===== src/rtl/daq_pkg.sv =====
// Shared types and defaults for the ADC acquisition sequencer.
// State encoding, pin level names and default timing counts.
package daq_pkg;

    typedef enum logic [2:0] {
        ST_IDLE,
        ST_ARMED,
        ST_CONVERT,
        ST_WAIT_BUSY,
        ST_READ,
        ST_PUSH
    } state_t;

    localparam logic HI = 1'b1;
    localparam logic LO = 1'b0;

    localparam int DEF_PERIOD_CYCLES   = 1000;
    localparam int DEF_CONV_LOW_CYCLES = 10;
    localparam int DEF_RD_LOW_CYCLES   = 2;
    localparam int DEF_BUSY_TIMEOUT    = 4095;

    // Bits needed to count 0..n-1 (at least one bit).
    function automatic int cnt_width(input int n);
        return (n < 2) ? 1 : $clog2(n);
    endfunction

endpackage


===== src/rtl/daq_rd_strobe.sv =====
// Per-word ADC read strobe: holds rd_n low for RD_LOW_CYCLES after go,
// flags the final low cycle for data capture, then pulses done.
module daq_rd_strobe
    import daq_pkg::*;
#(
    parameter int RD_LOW_CYCLES = DEF_RD_LOW_CYCLES
) (
    input  logic clk_i,
    input  logic reset_i,
    input  logic clr_i,
    input  logic go_i,
    output logic rd_n_o,
    output logic cap_o,
    output logic done_o
);

    localparam int RW = cnt_width(RD_LOW_CYCLES);

    logic          active_q;
    logic [RW-1:0] cnt_q;
    logic          done_q;

    assign cap_o  = active_q && (cnt_q == RW'(RD_LOW_CYCLES - 1));
    assign rd_n_o = active_q ? LO : HI;
    assign done_o = done_q;

    // Strobe timer; done follows capture by one cycle, when rd_n is high again.
    always_ff @(posedge clk_i) begin
        if (reset_i || clr_i) begin
            active_q <= 1'b0;
            cnt_q    <= '0;
            done_q   <= 1'b0;
        end else begin
            done_q <= cap_o;
            if (go_i) begin
                active_q <= 1'b1;
                cnt_q    <= '0;
            end else if (cap_o) begin
                active_q <= 1'b0;
            end else if (active_q) begin
                cnt_q <= cnt_q + 1'b1;
            end
        end
    end

endmodule


===== src/rtl/daq_acq_sequencer.sv =====
// ADC sampling loop sequencer: paced CONVST, BUSY wait, CS/RD word reads, stream out.
// Optional DAQ_FRAME_HDR_EN prepends a {1'b1, frame_count} header word to every frame.
module daq_acq_sequencer
    import daq_pkg::*;
#(
    parameter int NUM_CH          = 8,
    parameter int DATA_W          = 16,
    parameter int PERIOD_CYCLES   = DEF_PERIOD_CYCLES,
    parameter int CONV_LOW_CYCLES = DEF_CONV_LOW_CYCLES,
    parameter int RD_LOW_CYCLES   = DEF_RD_LOW_CYCLES,
    parameter int BUSY_TIMEOUT    = DEF_BUSY_TIMEOUT
) (
    input  logic              clk_i,
    input  logic              reset_i,
    input  logic              en_i,
    input  logic              start_i,
    input  logic [15:0]       burst_len_i,
    output logic              conv_o,
    input  logic              busy_i,
    output logic              cs_n_o,
    output logic              rd_n_o,
    input  logic [DATA_W-1:0] adc_data_i,
    output logic [DATA_W-1:0] m_data_o,
    output logic              m_valid_o,
    input  logic              m_ready_i,
    output logic              m_last_o,
    output logic              running_o,
    output logic              done_o,
    output logic              overrun_o,
    output logic              timeout_o
);

    localparam int PW   = cnt_width(PERIOD_CYCLES);
    localparam int CMAX = (BUSY_TIMEOUT > CONV_LOW_CYCLES) ? BUSY_TIMEOUT : CONV_LOW_CYCLES;
    localparam int CW   = cnt_width(CMAX);
    localparam int CHW  = cnt_width(NUM_CH);

    state_t            state_q, state_d;
    logic [PW-1:0]     per_q;
    logic              force_q;
    logic [CW-1:0]     cnt_q;
    logic [CHW-1:0]    ch_q;
    logic [15:0]       burst_q;
    logic [15:0]       frame_q;
    logic              hdr_q;
    logic [DATA_W-1:0] data_q;
    logic              last_q;
    logic              running_q;
    logic              done_q;
    logic              overrun_q;
    logic              timeout_q;

    logic        tick, conv_end, busy_ok, busy_to;
    logic        accept, word_last, frame_end, burst_end, start_ok;
    logic [15:0] frame_nxt;
    logic        rd_go, rd_n, rd_cap_raw, rd_done_raw, rd_cap, rd_done;

    assign tick      = running_q && (force_q || per_q == PW'(PERIOD_CYCLES - 1));
    assign conv_end  = (state_q == ST_CONVERT) && (cnt_q == CW'(CONV_LOW_CYCLES - 1));
    assign busy_ok   = (state_q == ST_WAIT_BUSY) && (cnt_q >= CW'(2)) && !busy_i;
    assign busy_to   = (state_q == ST_WAIT_BUSY) && !busy_ok && (cnt_q == CW'(BUSY_TIMEOUT - 1));
    assign accept    = (state_q == ST_PUSH) && m_ready_i;
    assign word_last = !hdr_q && (ch_q == CHW'(NUM_CH - 1));
    assign frame_end = accept && word_last;
    assign frame_nxt = frame_q + 16'd1;
    assign burst_end = frame_end && (burst_q != '0) && (frame_nxt == burst_q);
    assign start_ok  = (state_q == ST_IDLE) && start_i && en_i;
    assign rd_go     = en_i && (state_d == ST_READ) && (state_q != ST_READ);
    assign rd_cap    = (state_q == ST_READ) && rd_cap_raw;
    assign rd_done   = (state_q == ST_READ) && rd_done_raw;

    daq_rd_strobe #(
        .RD_LOW_CYCLES(RD_LOW_CYCLES)
    ) u_rd (
        .clk_i  (clk_i),
        .reset_i(reset_i),
        .clr_i  (!en_i),
        .go_i   (rd_go),
        .rd_n_o (rd_n),
        .cap_o  (rd_cap_raw),
        .done_o (rd_done_raw)
    );

    // State register.
    always_ff @(posedge clk_i) begin
        if (reset_i) state_q <= ST_IDLE;
        else         state_q <= state_d;
    end

    // Next-state: en_i low always wins and returns to IDLE.
    always_comb begin
        state_d = state_q;
        if (!en_i) begin
            state_d = ST_IDLE;
        end else begin
            unique case (state_q)
                ST_IDLE:      if (start_i) state_d = ST_ARMED;
                ST_ARMED:     if (tick) state_d = ST_CONVERT;
                ST_CONVERT:   if (conv_end) state_d = ST_WAIT_BUSY;
                ST_WAIT_BUSY: begin
`ifdef DAQ_FRAME_HDR_EN
                    if (busy_ok) state_d = ST_PUSH;
`else
                    if (busy_ok) state_d = ST_READ;
`endif
                    else if (busy_to) state_d = ST_ARMED;
                end
                ST_READ:      if (rd_done) state_d = ST_PUSH;
                ST_PUSH: begin
                    if (accept) begin
                        if (!frame_end)     state_d = ST_READ;
                        else if (burst_end) state_d = ST_IDLE;
                        else                state_d = ST_ARMED;
                    end
                end
                default:      state_d = ST_IDLE;
            endcase
        end
    end

    // Pin and stream handshake levels decoded from the current state.
    always_comb begin
        conv_o    = HI;
        cs_n_o    = HI;
        rd_n_o    = HI;
        m_valid_o = LO;
        unique case (state_q)
            ST_CONVERT: conv_o = LO;
            ST_READ: begin
                cs_n_o = LO;
                rd_n_o = rd_n;
            end
            ST_PUSH: begin
                m_valid_o = HI;
                cs_n_o    = hdr_q ? HI : LO;
            end
            default: ;
        endcase
    end

    // Pacing, phase counters, frame bookkeeping, output word and sticky flags.
    always_ff @(posedge clk_i) begin
        if (reset_i) begin
            per_q     <= '0;
            force_q   <= 1'b0;
            cnt_q     <= '0;
            ch_q      <= '0;
            burst_q   <= '0;
            frame_q   <= '0;
            hdr_q     <= 1'b0;
            data_q    <= '0;
            last_q    <= 1'b0;
            running_q <= 1'b0;
            done_q    <= 1'b0;
            overrun_q <= 1'b0;
            timeout_q <= 1'b0;
        end else if (!en_i) begin
            per_q     <= '0;
            force_q   <= 1'b0;
            cnt_q     <= '0;
            hdr_q     <= 1'b0;
            running_q <= 1'b0;
            done_q    <= 1'b0;
        end else begin
            done_q <= 1'b0;
            if (tick && state_q != ST_ARMED) overrun_q <= 1'b1;
            if (start_ok) begin
                per_q     <= '0;
                force_q   <= 1'b1;
                running_q <= 1'b1;
                burst_q   <= burst_len_i;
                frame_q   <= '0;
            end else if (running_q) begin
                if (force_q)                             force_q <= 1'b0;
                else if (per_q == PW'(PERIOD_CYCLES - 1)) per_q  <= '0;
                else                                     per_q   <= per_q + 1'b1;
            end
            if ((state_q == ST_CONVERT && !conv_end) ||
                (state_q == ST_WAIT_BUSY && !busy_ok && !busy_to))
                cnt_q <= cnt_q + 1'b1;
            else
                cnt_q <= '0;
            if (busy_to) timeout_q <= 1'b1;
            if (busy_ok) begin
                ch_q <= '0;
`ifdef DAQ_FRAME_HDR_EN
                hdr_q  <= 1'b1;
                data_q <= {1'b1, (DATA_W - 1)'(frame_q)};
                last_q <= 1'b0;
`endif
            end
            if (rd_cap) begin
                data_q <= adc_data_i;
                last_q <= (ch_q == CHW'(NUM_CH - 1));
            end
            if (accept) begin
                hdr_q <= 1'b0;
                if (!hdr_q && !word_last) ch_q <= ch_q + 1'b1;
            end
            if (frame_end) frame_q <= frame_nxt;
            if (burst_end) begin
                done_q    <= 1'b1;
                running_q <= 1'b0;
            end
        end
    end

    assign m_data_o  = data_q;
    assign m_last_o  = last_q;
    assign running_o = running_q;
    assign done_o    = done_q;
    assign overrun_o = overrun_q;
    assign timeout_o = timeout_q;

endmodule

===== config.mk =====
export PLATFORM = sky130hd
export DESIGN_NAME = daq_acq_sequencer
export DESIGN_NICKNAME = d
export VERILOG_FILES = /design/src/rtl/daq_pkg.sv /design/src/rtl/daq_rd_strobe.sv /design/src/rtl/daq_acq_sequencer.sv
export SDC_FILE = /design/constraint.sdc
export NUM_CORES = 1
export LEC_CHECK = 0
export ABC_CLOCK_PERIOD_IN_PS = 2500
export CAP_MARGIN = 20
export CORE_MARGIN = 2
export CORE_UTILIZATION = 54
export CTS_BUF_LIST = sky130_fd_sc_hd__clkbuf_16
export DETAILED_ROUTE_END_ITERATION = 8
export PLACE_DENSITY_LB_ADDON = 0.25
export SLEW_MARGIN = 20
export SYNTH_ARGS = -nofsm -noshare
export SYNTH_HDL_FRONTEND = slang
export SYNTH_SLANG_ARGS = --single-unit

===== constraint.sdc =====
create_clock -name clk_i -period 2.5 [get_ports clk_i]
set_input_delay 0.75 -clock clk_i [delete_from_list [all_inputs] [get_ports clk_i]]
set_output_delay 0.75 -clock clk_i [all_outputs]
set_load 0.005 [all_outputs]

==> metrics <==
Int Power=2.342 mW; Critical-path top delay cell=clkdlybuf4s50_1; Port Buffers=62; total power=2.989 mW; layout net count=632; synthesized area per cell=8.046 um2; worst hold start=m_data_o[1]; Post-Layout Cell Count=693; #FFs+latches synth=85; TritonRoute pass-1 iters=5; max_slew headroom=0.5769; highest clock rate=0.4104 GHz; asr flop ratio synth=0; min Tclk post-route=2.437 ns; Filler cells=622; Hold Path End=m_data_o[1]; Post-synth top flop=dfxtp_1; status=finished clean; largest cells by area after synthesis=dfxtp_1, nand2_1, a21oi_1; Worst VDD drop=364.3 uV; slowest stage delay, CP=0.54 ns; GPL Wtd Cong=1.006; CTS root buf=clkbuf_16; DIE WIDTH=91.85 um; R2R cell count=6; Place WS=-0.2649 ns; CTS Buf Count=9; worst r2r src=frame_q[2]; post-CTS setup buffers=0; grt ovf=0; vias in the first global route=3761; Final Max Tran Viols=0; Max-Cap Viols=0; drt total wl=10370 um; WHS Path Cells=2; Comb power frac=0.064; post-route ant nets=0; clk sinks=85; worst hold path class=reg -> reg; first-pass GRT wire length=17750 um; Core Util, Final=0.6974; Iter 0 DRT Violations=362; WP buf/inv=1; Synth Warn #=0; period utilisation layout=0.9747; Clk pwr share=0.471; synthesized net count=563; post-synth cell types=55; peak fanout along the critical path=8; P_sw=0.6471 mW; gr usage total=0.2584; static leakage=1.873 nW; initial antenna violation count=0; routed vias/inst=5.743; CTS tree=done; pwr dens=563.4 nW/um2; worst slew pin tran=0.6339 ns; DRC Markers=0; Seq pwr share=0.464; CTS Buffer Depth=2; layout overhead on the synthesized area=27.29%; worst r2r dst=done_o; CP endpoint kind=output port; cts hold-fix bufs=0; initial core utilization=0.5479; Seq/Total Area, Yosys=0.4083; core footprint=7607 um2; Worst Path Arrival=1.69 ns; RSZ-0062 raised after global routing=no; Crit. Startpoint=state_q[0]; sw frac=0.2165; Crit Path Class=reg -> out; Setup violations, final=0; worst-skew pair later-pin latency=0.34 ns; number of diodes=0; number of synthesized flops with an enable pin=0; post-route worst setup slack=0.06316 ns; r2r setup slk=0.24 ns; Sum Neg Setup Slack=0 ns; H-tree Lvls=3; startpoint types=flop; family with the most delay on the worst path=buffers and inverters; largest area contributor in the netlist=dfxtp_1; Worst EP required=1.75 ns; Synth Cell Area=4168 um2; synthesized instance count=518; WL per Instance=14.97 um; clk slew on worst S/H paths=0.06 ns; final hold viol count=0; routed vias=3980; layout cells sized above 1=0.1134; die area=8436 um2; Inst Count DP=678; # rows=32; die height=91.85 um; final HPWL from detailed placement=7361 um; CP cell instances=and3b_1 > clkdlybuf4s50_1; Synth top area share=0.4083; pin count of the biggest net entering global routing=45; clock skew=0.005472 ns; io pins=63
power groups by stage:
stage | Clock (mW) | Sequential [mW] | Combinational [mW]
floorplan | 0 | 1.41 | 0.0915
global placement | 0 | 1.42 | 0.186
detailed placement | 0 | 1.42 | 0.190
CTS | 1.42 | 1.39 | 0.191
global route | 1.48 | 1.39 | 0.212
finish | 1.41 | 1.39 | 0.192
tightest hold or removal path, cell delays in order, from the launching register on:
cell     delay (ns)
dfxtp_1        0.31
nand2_1        0.05
a21oi_1        0.05
how the worst max path moves through the flow:
stage                  end  slack [ns]  cells after the start
6_report         m_valid_o        0.06                      2
5_1_grt             done_o       0.004                      6
4_1_cts             rd_n_o        0.05                      5
3_5_place_dp   frame_q[14]       -0.26                      6
3_3_place_gp   frame_q[11]       -0.18                      6
2_1_floorplan  frame_q[10]        0.38                      7
synthesized netlist by cell type (all sizes together) (3+ instances only):
cell type	number
nand2	88
o22ai	3
inv	5
or3	6
and4	6
buf	7
nor4	11
dfxtp	85
ha	7
a31oi	8
clkbuf	20
nand2b	6
or4	3
nand3	18
a21oi	57
xor2	19
o21ai	18
nand3b	4
nor3	12
xnor2	21
nor2	58
and3	9
nand4	12
and2	5
a22oi	3
metrics by stage:
stage / area, um2 / hold slack (ns)
finish: 5305 / 0.4588
global route: 5305 / 0.4731
CTS: 5286 / 0.4602
detailed placement: 4967 / 0.4513
global placement: 4967 / 0.4415
floorplan: 4168 / 0.4527
registers in the layout, summed over array words and instances, names as in the netlist, 3 cells and up:
signal	cells
burst_q	16
frame_q	16
m_data_o	16
per_q	10
cnt_q	12
ch_q	3
state_q	3
area by class of cell:
| cell class | instances | area (um2) | area share |
|---|---|---|---|
| multi-input combinational | 401 | 2352 | 0.4434 |
| tap | 102 | 127.6 | 0.02406 |
| inverter | 5 | 18.77 | 0.003538 |
| clock buffer | 9 | 225.2 | 0.04245 |
| timing repair buffer | 85 | 788.3 | 0.1486 |
| sequential | 85 | 1705 | 0.3215 |
| clock inverter | 6 | 87.58 | 0.01651 |
metal layers:
metal | global-route usage | wire (um)
met4 | 0.08582 | 203
met5 | 0 | 0
met3 | 0.06081 | 772
met2 | 0.4326 | 4924
met1 | 0.3285 | 4473
repair_timing:
item                                    CTS  global route
endpoints found under the setup margin    1            16
endpoints found under the hold margin     0             0
pin swaps                                 0             1
gates resized for setup                   2             6
cells in the final DEF (no fill, tap or decap), drive strengths merged, types with 2 or more instances in the layout:
cell and instances:
o21ai 18, o22ai 3, nor2 58, nor3 12, a22oi 3, clkbuf 9, o211ai 2, or3 6
clkinvlp 2, and3b 2, and4 6, a211oi 2, nor4 11, nand2b 6, ha 7, and2 5
nand4 12, inv 6, xnor2 21, and3 9, dfxtp 85, buf 24, clkdlybuf4s50 61, nor2b 2
nand3 18, a31oi 8, a21oi 57, mux2i 2, a2111oi 2, nand3b 4, xor2 19, bufinv 2
nand2 88, or4 3
cell families after synthesis:
family | share of synthesized area
buffers and inverters | 0.03242
adders and majority gates | 0.02101
DFF | 0.4083
AOI/OAI and AO/OA | 0.1441
xor gates and xnor gates | 0.08406
and+or+nand+nor | 0.3053
muxes | 0.004804
Note: power is estimated with default switching activity, not from simulation.
